[config.mk]
export PLATFORM = sky130hd
export DESIGN_NAME = char_text_buffer
export DESIGN_NICKNAME = d
export VERILOG_FILES = /design/src/rtl/char_text_buffer_pkg.sv /design/src/rtl/char_text_buffer_msg_rom.sv /design/src/rtl/char_text_buffer.sv
export SDC_FILE = /design/constraint.sdc
export NUM_CORES = 2
export LEC_CHECK = 0
export CAP_MARGIN = 20
export CELL_PAD_IN_SITES_DETAIL_PLACEMENT = 1
export CELL_PAD_IN_SITES_GLOBAL_PLACEMENT = 1
export CORE_MARGIN = 3
export CORE_UTILIZATION = 48
export DETAILED_ROUTE_END_ITERATION = 10
export PLACE_DENSITY = 0.69
export SYNTH_ARGS = -nofsm -noshare
export SYNTH_HDL_FRONTEND = slang
export SYNTH_SLANG_ARGS = --single-unit
export TNS_END_PERCENT = 5
[constraint.sdc]
create_clock -name clk -period 21.1 [get_ports clk]
set_input_delay 4.22 -clock clk [delete_from_list [all_inputs] [get_ports clk]]
set_output_delay 4.22 -clock clk [all_outputs]
set_load 0.01 [all_outputs]
[src/rtl/char_text_buffer_pkg.sv]
// -----------------------------------------------------------------------------
// char_text_buffer_pkg
// Shared definitions for the character text buffer:
//   - sequencer state encoding (IDLE / CLEAR / LOAD)
//   - fixed character codes (space, NUL)
//   - message table indices and message lengths
// -----------------------------------------------------------------------------
package char_text_buffer_pkg;

  typedef enum logic [1:0] {
    ST_IDLE  = 2'd0,
    ST_CLEAR = 2'd1,
    ST_LOAD  = 2'd2
  } seq_state_t;

  localparam logic [6:0] CHAR_SPACE = 7'h20;
  localparam logic [6:0] CHAR_NUL   = 7'h00;
  localparam int         MSG_COUNT  = 4;

  localparam logic [1:0] MSG_SINGLE   = 2'd0;
  localparam logic [1:0] MSG_MULTI    = 2'd1;
  localparam logic [1:0] MSG_GAMEOVER = 2'd2;
  localparam logic [1:0] MSG_START    = 2'd3;

  localparam int MSG_LEN_SINGLE   = 13;  // "Single Player"
  localparam int MSG_LEN_MULTI    = 12;  // "Multi Player"
  localparam int MSG_LEN_GAMEOVER = 9;   // "Game Over"
  localparam int MSG_LEN_START    = 11;  // "Press Start"

endpackage

[src/rtl/char_text_buffer_msg_rom.sv]
// -----------------------------------------------------------------------------
// char_msg_rom
// Combinational message table. Returns character idx of message msg_sel,
// or NUL once idx runs past the end of the message.
// Ports:
//   msg_sel  in  2       message index
//   idx      in  5       character position within the message
//   code     out CODE_W  character code (NUL past the end)
// -----------------------------------------------------------------------------
module char_msg_rom
  import char_text_buffer_pkg::*;
#(
  parameter int CODE_W = 7
) (
  input  logic [1:0]        msg_sel,
  input  logic [4:0]        idx,
  output logic [CODE_W-1:0] code
);

  localparam logic [8*MSG_LEN_SINGLE-1:0]   STR_SINGLE   = "Single Player";
  localparam logic [8*MSG_LEN_MULTI-1:0]    STR_MULTI    = "Multi Player";
  localparam logic [8*MSG_LEN_GAMEOVER-1:0] STR_GAMEOVER = "Game Over";
  localparam logic [8*MSG_LEN_START-1:0]    STR_START    = "Press Start";

  // Strings are packed first-character-in-the-MSBs, so character i of a
  // len-character string sits in byte (len-1-i). Strings are zero-padded to
  // 16 bytes on the left so one helper covers all of them.
  function automatic logic [6:0] pick(input logic [8*16-1:0] s,
                                      input int len, input int i);
    logic [6:0] ch;
    ch = CHAR_NUL;
    if (i < len) ch = s[8*(len-1-i) +: 7];
    return ch;
  endfunction

  logic [6:0] ch;

  always_comb begin
    ch = CHAR_NUL;
    case (msg_sel)
      MSG_SINGLE:   ch = pick({24'h0, STR_SINGLE},   MSG_LEN_SINGLE,   int'(idx));
      MSG_MULTI:    ch = pick({32'h0, STR_MULTI},    MSG_LEN_MULTI,    int'(idx));
      MSG_GAMEOVER: ch = pick({56'h0, STR_GAMEOVER}, MSG_LEN_GAMEOVER, int'(idx));
      MSG_START:    ch = pick({40'h0, STR_START},    MSG_LEN_START,    int'(idx));
      default:      ch = CHAR_NUL;
    endcase
    code = CODE_W'(ch);
  end

endmodule

[src/rtl/char_text_buffer.sv]
// -----------------------------------------------------------------------------
// char_text_buffer
// COLS x ROWS character-code buffer with a built-in message loader and clear
// sequencer. The pixel path reads cells by address; game logic either writes
// single cells directly or issues one-shot clear / message-load commands.
// Ports:
//   clk        in   1       system clock
//   rst        in   1       synchronous active-high reset (starts a full clear)
//   char_xy    in   ADDR_W  read address {row, col}
//   code       out  CODE_W  registered character at char_xy (1-cycle latency)
//   wr_en      in   1       direct write strobe (ignored while busy)
//   wr_addr    in   ADDR_W  direct write address
//   wr_code    in   CODE_W  direct write data
//   clr        in   1       pulse: fill buffer with spaces
//   msg_load   in   1       pulse: copy message msg_sel starting at load_addr
//   msg_sel    in   2       message index
//   load_addr  in   ADDR_W  first cell for the message
//   busy       out  1       sequencer active; commands and wr_en ignored
//
// Handshake: commands are single-cycle pulses accepted only while busy=0;
// there is no ready/ack, busy is the only back-pressure signal. clr beats
// msg_load when both arrive together; a wr_en in the accepting cycle still
// lands because the sequencer does not write until the following cycle.
// -----------------------------------------------------------------------------
module char_text_buffer
  import char_text_buffer_pkg::*;
#(
  parameter  int COLS    = 16,
  parameter  int ROWS    = 16,
  parameter  int CODE_W  = 7,
  parameter  int MAX_LEN = 32,
  localparam int ADDR_W  = $clog2(COLS*ROWS)
) (
  input  logic              clk,
  input  logic              rst,
  input  logic [ADDR_W-1:0] char_xy,
  output logic [CODE_W-1:0] code,
  input  logic              wr_en,
  input  logic [ADDR_W-1:0] wr_addr,
  input  logic [CODE_W-1:0] wr_code,
  input  logic              clr,
  input  logic              msg_load,
  input  logic [1:0]        msg_sel,
  input  logic [ADDR_W-1:0] load_addr,
  output logic              busy
);

  localparam int N = COLS*ROWS;
  // idx must be able to hold MAX_LEN itself, and at least feed the 5-bit ROM.
  localparam int IDX_W = ($clog2(MAX_LEN+1) > 5) ? $clog2(MAX_LEN+1) : 5;
  localparam logic [CODE_W-1:0] SPACE = CODE_W'(CHAR_SPACE);
  localparam logic [CODE_W-1:0] NUL   = CODE_W'(CHAR_NUL);

  // ---------------------------------------------------------------------------
  // Sequencer registers
  // ---------------------------------------------------------------------------
  seq_state_t        state, state_next;
  logic [ADDR_W-1:0] ptr, ptr_next;
  logic [IDX_W-1:0]  idx, idx_next;
  logic [1:0]        sel, sel_next;
  logic [ADDR_W-1:0] base, base_next;

  logic              seq_we;
  logic [ADDR_W-1:0] seq_addr;
  logic [CODE_W-1:0] seq_data;
  logic [CODE_W-1:0] rom_code;

  char_msg_rom #(.CODE_W(CODE_W)) u_rom (
    .msg_sel (sel),
    .idx     (idx[4:0]),
    .code    (rom_code)
  );

  always_ff @(posedge clk) begin
    if (rst) begin
      state <= ST_CLEAR;
      ptr   <= '0;
      idx   <= '0;
      sel   <= '0;
      base  <= '0;
      busy  <= 1'b1;
    end else begin
      state <= state_next;
      ptr   <= ptr_next;
      idx   <= idx_next;
      sel   <= sel_next;
      base  <= base_next;
      busy  <= (state_next != ST_IDLE);
    end
  end

  always_comb begin
    state_next = state;
    ptr_next   = ptr;
    idx_next   = idx;
    sel_next   = sel;
    base_next  = base;
    seq_we     = 1'b0;
    seq_addr   = ptr;
    seq_data   = SPACE;
    case (state)
      ST_IDLE: begin
        if (clr) begin
          state_next = ST_CLEAR;
          ptr_next   = '0;
        end else if (msg_load) begin
          state_next = ST_LOAD;
          sel_next   = msg_sel;
          base_next  = load_addr;
          idx_next   = '0;
        end
      end
      ST_CLEAR: begin
        seq_we   = 1'b1;
        seq_addr = ptr;
        seq_data = SPACE;
        ptr_next = ptr + 1'b1;
        if (ptr == ADDR_W'(N-1)) state_next = ST_IDLE;
      end
      ST_LOAD: begin
        // The terminating cycle (NUL or length limit) performs no write,
        // which is why a load of L characters takes L+1 cycles.
        if (rom_code == NUL || idx == IDX_W'(MAX_LEN)) begin
          state_next = ST_IDLE;
        end else begin
          seq_we   = 1'b1;
          // N is a power of two, so the natural adder overflow is the wrap.
          seq_addr = base + ADDR_W'(idx);
          seq_data = rom_code;
          idx_next = idx + 1'b1;
        end
      end
      default: state_next = ST_CLEAR;
    endcase
  end

  // ---------------------------------------------------------------------------
  // Storage: one write port (sequencer first, then direct), one read port.
  // ---------------------------------------------------------------------------
  logic [CODE_W-1:0] mem [N];
  logic              mem_we;
  logic [ADDR_W-1:0] mem_addr;
  logic [CODE_W-1:0] mem_data;

  always_comb begin
    mem_we   = 1'b0;
    mem_addr = wr_addr;
    mem_data = wr_code;
    if (seq_we) begin
      mem_we   = 1'b1;
      mem_addr = seq_addr;
      mem_data = seq_data;
    end else if (wr_en && !busy) begin
      mem_we   = 1'b1;
    end
  end

  always_ff @(posedge clk) begin
    if (!rst && mem_we) mem[mem_addr] <= mem_data;
  end

  // Read-first: the array read sees the value before this edge's write.
  always_ff @(posedge clk) begin
    if (rst) code <= SPACE;
    else     code <= mem[char_xy];
  end

endmodule

==> impl_summary.log <==
[metrics] routed vias: 35400
[metrics] reg2reg end: mem[239][6]$_DFFE_PP_
[metrics] clock tree from TritonCTS: yes
[metrics] critical path data arrival time: 9.84 ns
[metrics] area used by sequential logic in the layout: 54500 sq um
[metrics] start-to-end type of the worst setup path: in2reg
[metrics] part of the total power dissipated in combinational logic: 17.8%
[metrics] count of yosys warnings during synthesis: 0
[metrics] Max-Slew Margin vs Limit: 1.08%
[metrics] Wirelength per Cell: 33.1 microns
[metrics] sink count of the clock tree: 1826
[metrics] cts repair resizes: 0
[metrics] instance area at placement: 75800 sq um
[metrics] number of distinct standard cells referenced by the synthesized netlist: 89
[metrics] area of the core: 150000 sq um
[metrics] die height: 396 microns
[metrics] master cell of the clock root buffer: sky130_fd_sc_hd__clkbuf_16
[metrics] family of cells with the greatest summed delay on the critical path: buffers and inverters
[metrics] Worst Reg2Reg Path Length in Cells: 15
[metrics] required time of the critical path: 21.78 ns
[metrics] reg-to-reg critical path startpoint: idx[0]$_SDFFE_PP0P_
[metrics] portion of synthesized cell area occupied by the leading cell type: 73.6%
[metrics] DRC violation count after routing: 0
[metrics] detailed placer's ending HPWL: 111000 microns
[metrics] Synth Flop Type: sky130_fd_sc_hd__edfxtp_1
[metrics] Hold Startpoint: base[2]$_SDFFE_PP0P_
[metrics] post-layout net count: 3536
[metrics] post-synthesis sequential area ratio: 74.5%
[metrics] leakage power: 25.2 nW
[metrics] die area: 157000 sq um
[metrics] Filler cells: 12800
[metrics] Net Sw Frac: 28.8%
[metrics] clock latency on the worst-skew pair: 0.80 ns
[metrics] iteration count of the initial detailed-routing pass: 5
[metrics] path type of the worst min-delay path: reg2reg
[metrics] Net Sw Power: 2.80 mW
[metrics] setup tns final: 0 ns
[metrics] sequential share of power: 48.8%
[metrics] antenna violations before repair: 6
[metrics] share of the cycle needed by the critical path after routing: 43.4%
[metrics] global-route wire length before repair: 273000 microns
[metrics] sequence of cells on the critical path: buf_8, buf_4, buf_4, buf_4, mux4_2, mux4_2, mux4_2, mux4_2, or2_2
[metrics] gr usage total: 24.1%
[metrics] top achievable clock speed: 0.109 GHz
[metrics] ANT nets after route: 0
[metrics] Netlist Area Pre-Place: 73100 sq um
[metrics] Routability Congestion: 0.842
[metrics] number of storage elements in the synthesis netlist: 1826
[metrics] starting utilization of the core area: 48.6%
[metrics] number of hold violations in the final report: 0
[metrics] layout cells sized above 1: 27.8%
[metrics] number of CTS-inserted buffers: 185
[metrics] crit path max fanout: 70
[metrics] crit path launch type: input pin
[metrics] largest net degree at the start of global routing: 220
[metrics] Horiz. Die Dim: 396 microns
[metrics] most used cell along the critical path: sky130_fd_sc_hd__mux4_2
[metrics] commonest cells in the netlist: sky130_fd_sc_hd__edfxtp_1, sky130_fd_sc_hd__mux4_2, sky130_fd_sc_hd__nor2_1
[metrics] Syn Area/Cell: 21.5 sq um
[metrics] Peak supply drop: 0.129 mV
[metrics] Avg Vias per Cell: 6.27
[metrics] MaxCap Viol Count: 0
[metrics] post-CTS setup buffer count: 0
[metrics] min cycle time layout: 9.16 ns
[metrics] relative area change from synthesis to final layout: 12.1%
[metrics] ratio of total power to cell area: 118 nW/um^2
[metrics] DR iter-0 viols: 4261
[metrics] area occupied by multi-input gates: 17800 sq um
[metrics] number of global-route vias before repair: 37600
[metrics] standard-cell row count: 142
[metrics] total detailed-routing wirelength: 187000 microns
[metrics] hold buffer count at CTS: 0
[metrics] Largest stage delay, worst path: 0.91 ns
[metrics] I/O Pins: 46
[metrics] run status: complete, no violations
[metrics] leading cell type by number of instances after synthesis: sky130_fd_sc_hd__edfxtp_1
[metrics] hold path endpoint: base[2]$_SDFFE_PP0P_
[metrics] overflow left after global routing: 0
[metrics] Min-Delay Path Depth: 2
[metrics] share of async-settable or async-resettable flops after synthesis: 0%
[metrics] internal power of the cells: 6.91 mW
[metrics] buffers and inverters on the worst path: 4
[metrics] post-layout instance area: 82000 sq um
[metrics] setup repair after global routing missed its margin: false
[metrics] max-slew violation count: 0
[metrics] synthesized net count: 3460
[metrics] power share of the clock group: 33.4%
[metrics] number of setup violations in the final report: 0
[metrics] maximum count of clock buffers along a single path: 3
[metrics] final clock skew: 0.0268 ns
[metrics] CP max stage cell: sky130_fd_sc_hd__buf_4
[metrics] clock-pin slew reported for the worst setup and hold paths after clock tree synthesis: 0.06 ns
[metrics] total number of H-tree levels: 4
[metrics] register-to-register setup slack: 13.09 ns
[metrics] top cells by area, synth: sky130_fd_sc_hd__edfxtp_1, sky130_fd_sc_hd__mux4_2, sky130_fd_sc_hd__nor2_1
[metrics] Mapped Cells: 3403
[metrics] leading area contributor after synthesis: sky130_fd_sc_hd__edfxtp_1
[metrics] number of flops mapped to enable cells by yosys: 1792
[metrics] measured slew at the worst slew-check pin: 1.48 ns
[metrics] total of buffers placed on input and output ports: 45
[metrics] nature of the critical path endpoint: flop
[through the flow]
stage	utilization [%]	hold slack [ns]	power (mW)	std cells	setup slack, ns
after global placement	50.4	0.458	6.40	5294	11.02
final	54.5	0.474	9.71	5649	11.94
after CTS	54.4	0.470	9.74	5637	11.77
after global routing	54.5	0.490	10.0	5645	11.48
after floorplan	-	0.440	5.93	3403	5.61
after detailed placement	50.4	0.458	6.52	5300	10.92
[kinds of logic after synthesis]
kind of cell | count (synthesis) | share of synthesized area, %
AO/OA/AOI/OAI | 179 | 1.79
XOR/XNOR | 23 | 0.276
adder cells (fa/ha/maj) | 19 | 0.335
buffers and inverters | 245 | 1.42
flip-flops | 1826 | 74.5
multiplexers | 605 | 18.5
AND/OR/NAND/NOR | 506 | 3.16
[power by group through the flow]
stage	sequential, mW	clock [mW]	combinational, mW
2_1_floorplan	5.06	0	0.872
3_3_place_gp	4.80	0	1.60
3_5_place_dp	4.82	0	1.71
4_1_cts	4.74	3.29	1.70
5_1_grt	4.74	3.44	1.84
6_report	4.74	3.24	1.73
[routing by layer]
metal  global-route usage (%)  wire [microns]  up-vias
met5                        0              27        -
met4                     7.41            5530        4
met3                     4.46           13700      279
met2                     38.5           91300     1368
met1                     34.4           76300    19300
li1                         -               -    14400
[sequential cells by signal, indices dropped and copies added, names as in the netlist]
signal	count
sel	2
code	7
base	8
mem	1792
busy	1
idx	6
ptr	8
state	2
[area by class of cell]
cell class | count | share of cell area, %
flip-flops and latches | 1826 | 66.5
repair buffers | 113 | 1.34
diodes | 4 | 0.0122
clock inverters | 109 | 1.38
multi-input cells | 1332 | 21.7
inverters | 21 | 0.0962
well taps | 2016 | 3.08
clock buffers | 228 | 5.91
[placed cells by master, fill, tap and decap left out, types with 7 or more instances in the layout]
| cell | synthesis | final |
|---|---|---|
| sky130_fd_sc_hd__nand3_1 | 42 | 29 |
| sky130_fd_sc_hd__a31oi_1 | 7 | 7 |
| sky130_fd_sc_hd__bufinv_16 | 0 | 18 |
| sky130_fd_sc_hd__ha_1 | 18 | 18 |
| sky130_fd_sc_hd__o21ai_0 | 33 | 31 |
| sky130_fd_sc_hd__buf_2 | 53 | 8 |
| sky130_fd_sc_hd__dfxtp_1 | 34 | 34 |
| sky130_fd_sc_hd__nor3_1 | 44 | 26 |
| sky130_fd_sc_hd__a21oi_1 | 47 | 47 |
| sky130_fd_sc_hd__a21o_1 | 7 | 7 |
| sky130_fd_sc_hd__inv_1 | 18 | 18 |
| sky130_fd_sc_hd__buf_4 | 7 | 52 |
| sky130_fd_sc_hd__mux4_2 | 595 | 595 |
| sky130_fd_sc_hd__nand2_1 | 61 | 59 |
| sky130_fd_sc_hd__clkbuf_1 | 103 | 38 |
| sky130_fd_sc_hd__clkbuf_16 | 0 | 185 |
| sky130_fd_sc_hd__xnor2_1 | 13 | 13 |
| sky130_fd_sc_hd__nor2_1 | 265 | 265 |
| sky130_fd_sc_hd__nand2b_1 | 27 | 27 |
| sky130_fd_sc_hd__nor3_2 | 1 | 19 |
| sky130_fd_sc_hd__nor3b_1 | 7 | 7 |
| sky130_fd_sc_hd__nor2b_1 | 14 | 14 |
| sky130_fd_sc_hd__clkinv_8 | 0 | 8 |
| sky130_fd_sc_hd__edfxtp_1 | 1792 | 1792 |
| sky130_fd_sc_hd__clkdlybuf4s50_1 | 0 | 39 |
| sky130_fd_sc_hd__clkinv_2 | 0 | 32 |
| sky130_fd_sc_hd__clkinv_1 | 1 | 34 |
| sky130_fd_sc_hd__nand3_2 | 3 | 16 |
| sky130_fd_sc_hd__xor2_1 | 10 | 10 |
| sky130_fd_sc_hd__o211ai_1 | 7 | 7 |
[worst min-delay path, delay by kind of cell (launching register included)]
| kind | cells | cell delay, ns |
|---|---|---|
| compound gates | 1 | 0.05 |
| flops | 1 | 0.31 |
| simple gates | 1 | 0.06 |
[worst max path at each step]
| stage | slack (ns) | from | endpoint | depth (start not counted) |
|---|---|---|---|---|
| floorplan | 5.61 | idx[1]$_SDFFE_PP0P_ | mem[0][0]$_DFFE_PP_ | 14 |
| global route | 11.48 | char_xy[0] | code[5]$_SDFF_PP1_ | 9 |
| finish | 11.94 | char_xy[0] | code[5]$_SDFF_PP1_ | 9 |
| CTS | 11.77 | char_xy[0] | code[5]$_SDFF_PP1_ | 9 |
| global placement | 11.02 | char_xy[0] | code[5]$_SDFF_PP1_ | 9 |
| detailed placement | 10.92 | char_xy[0] | code[5]$_SDFF_PP1_ | 9 |
No activity file was read; power rests on OpenSTA's default activity.
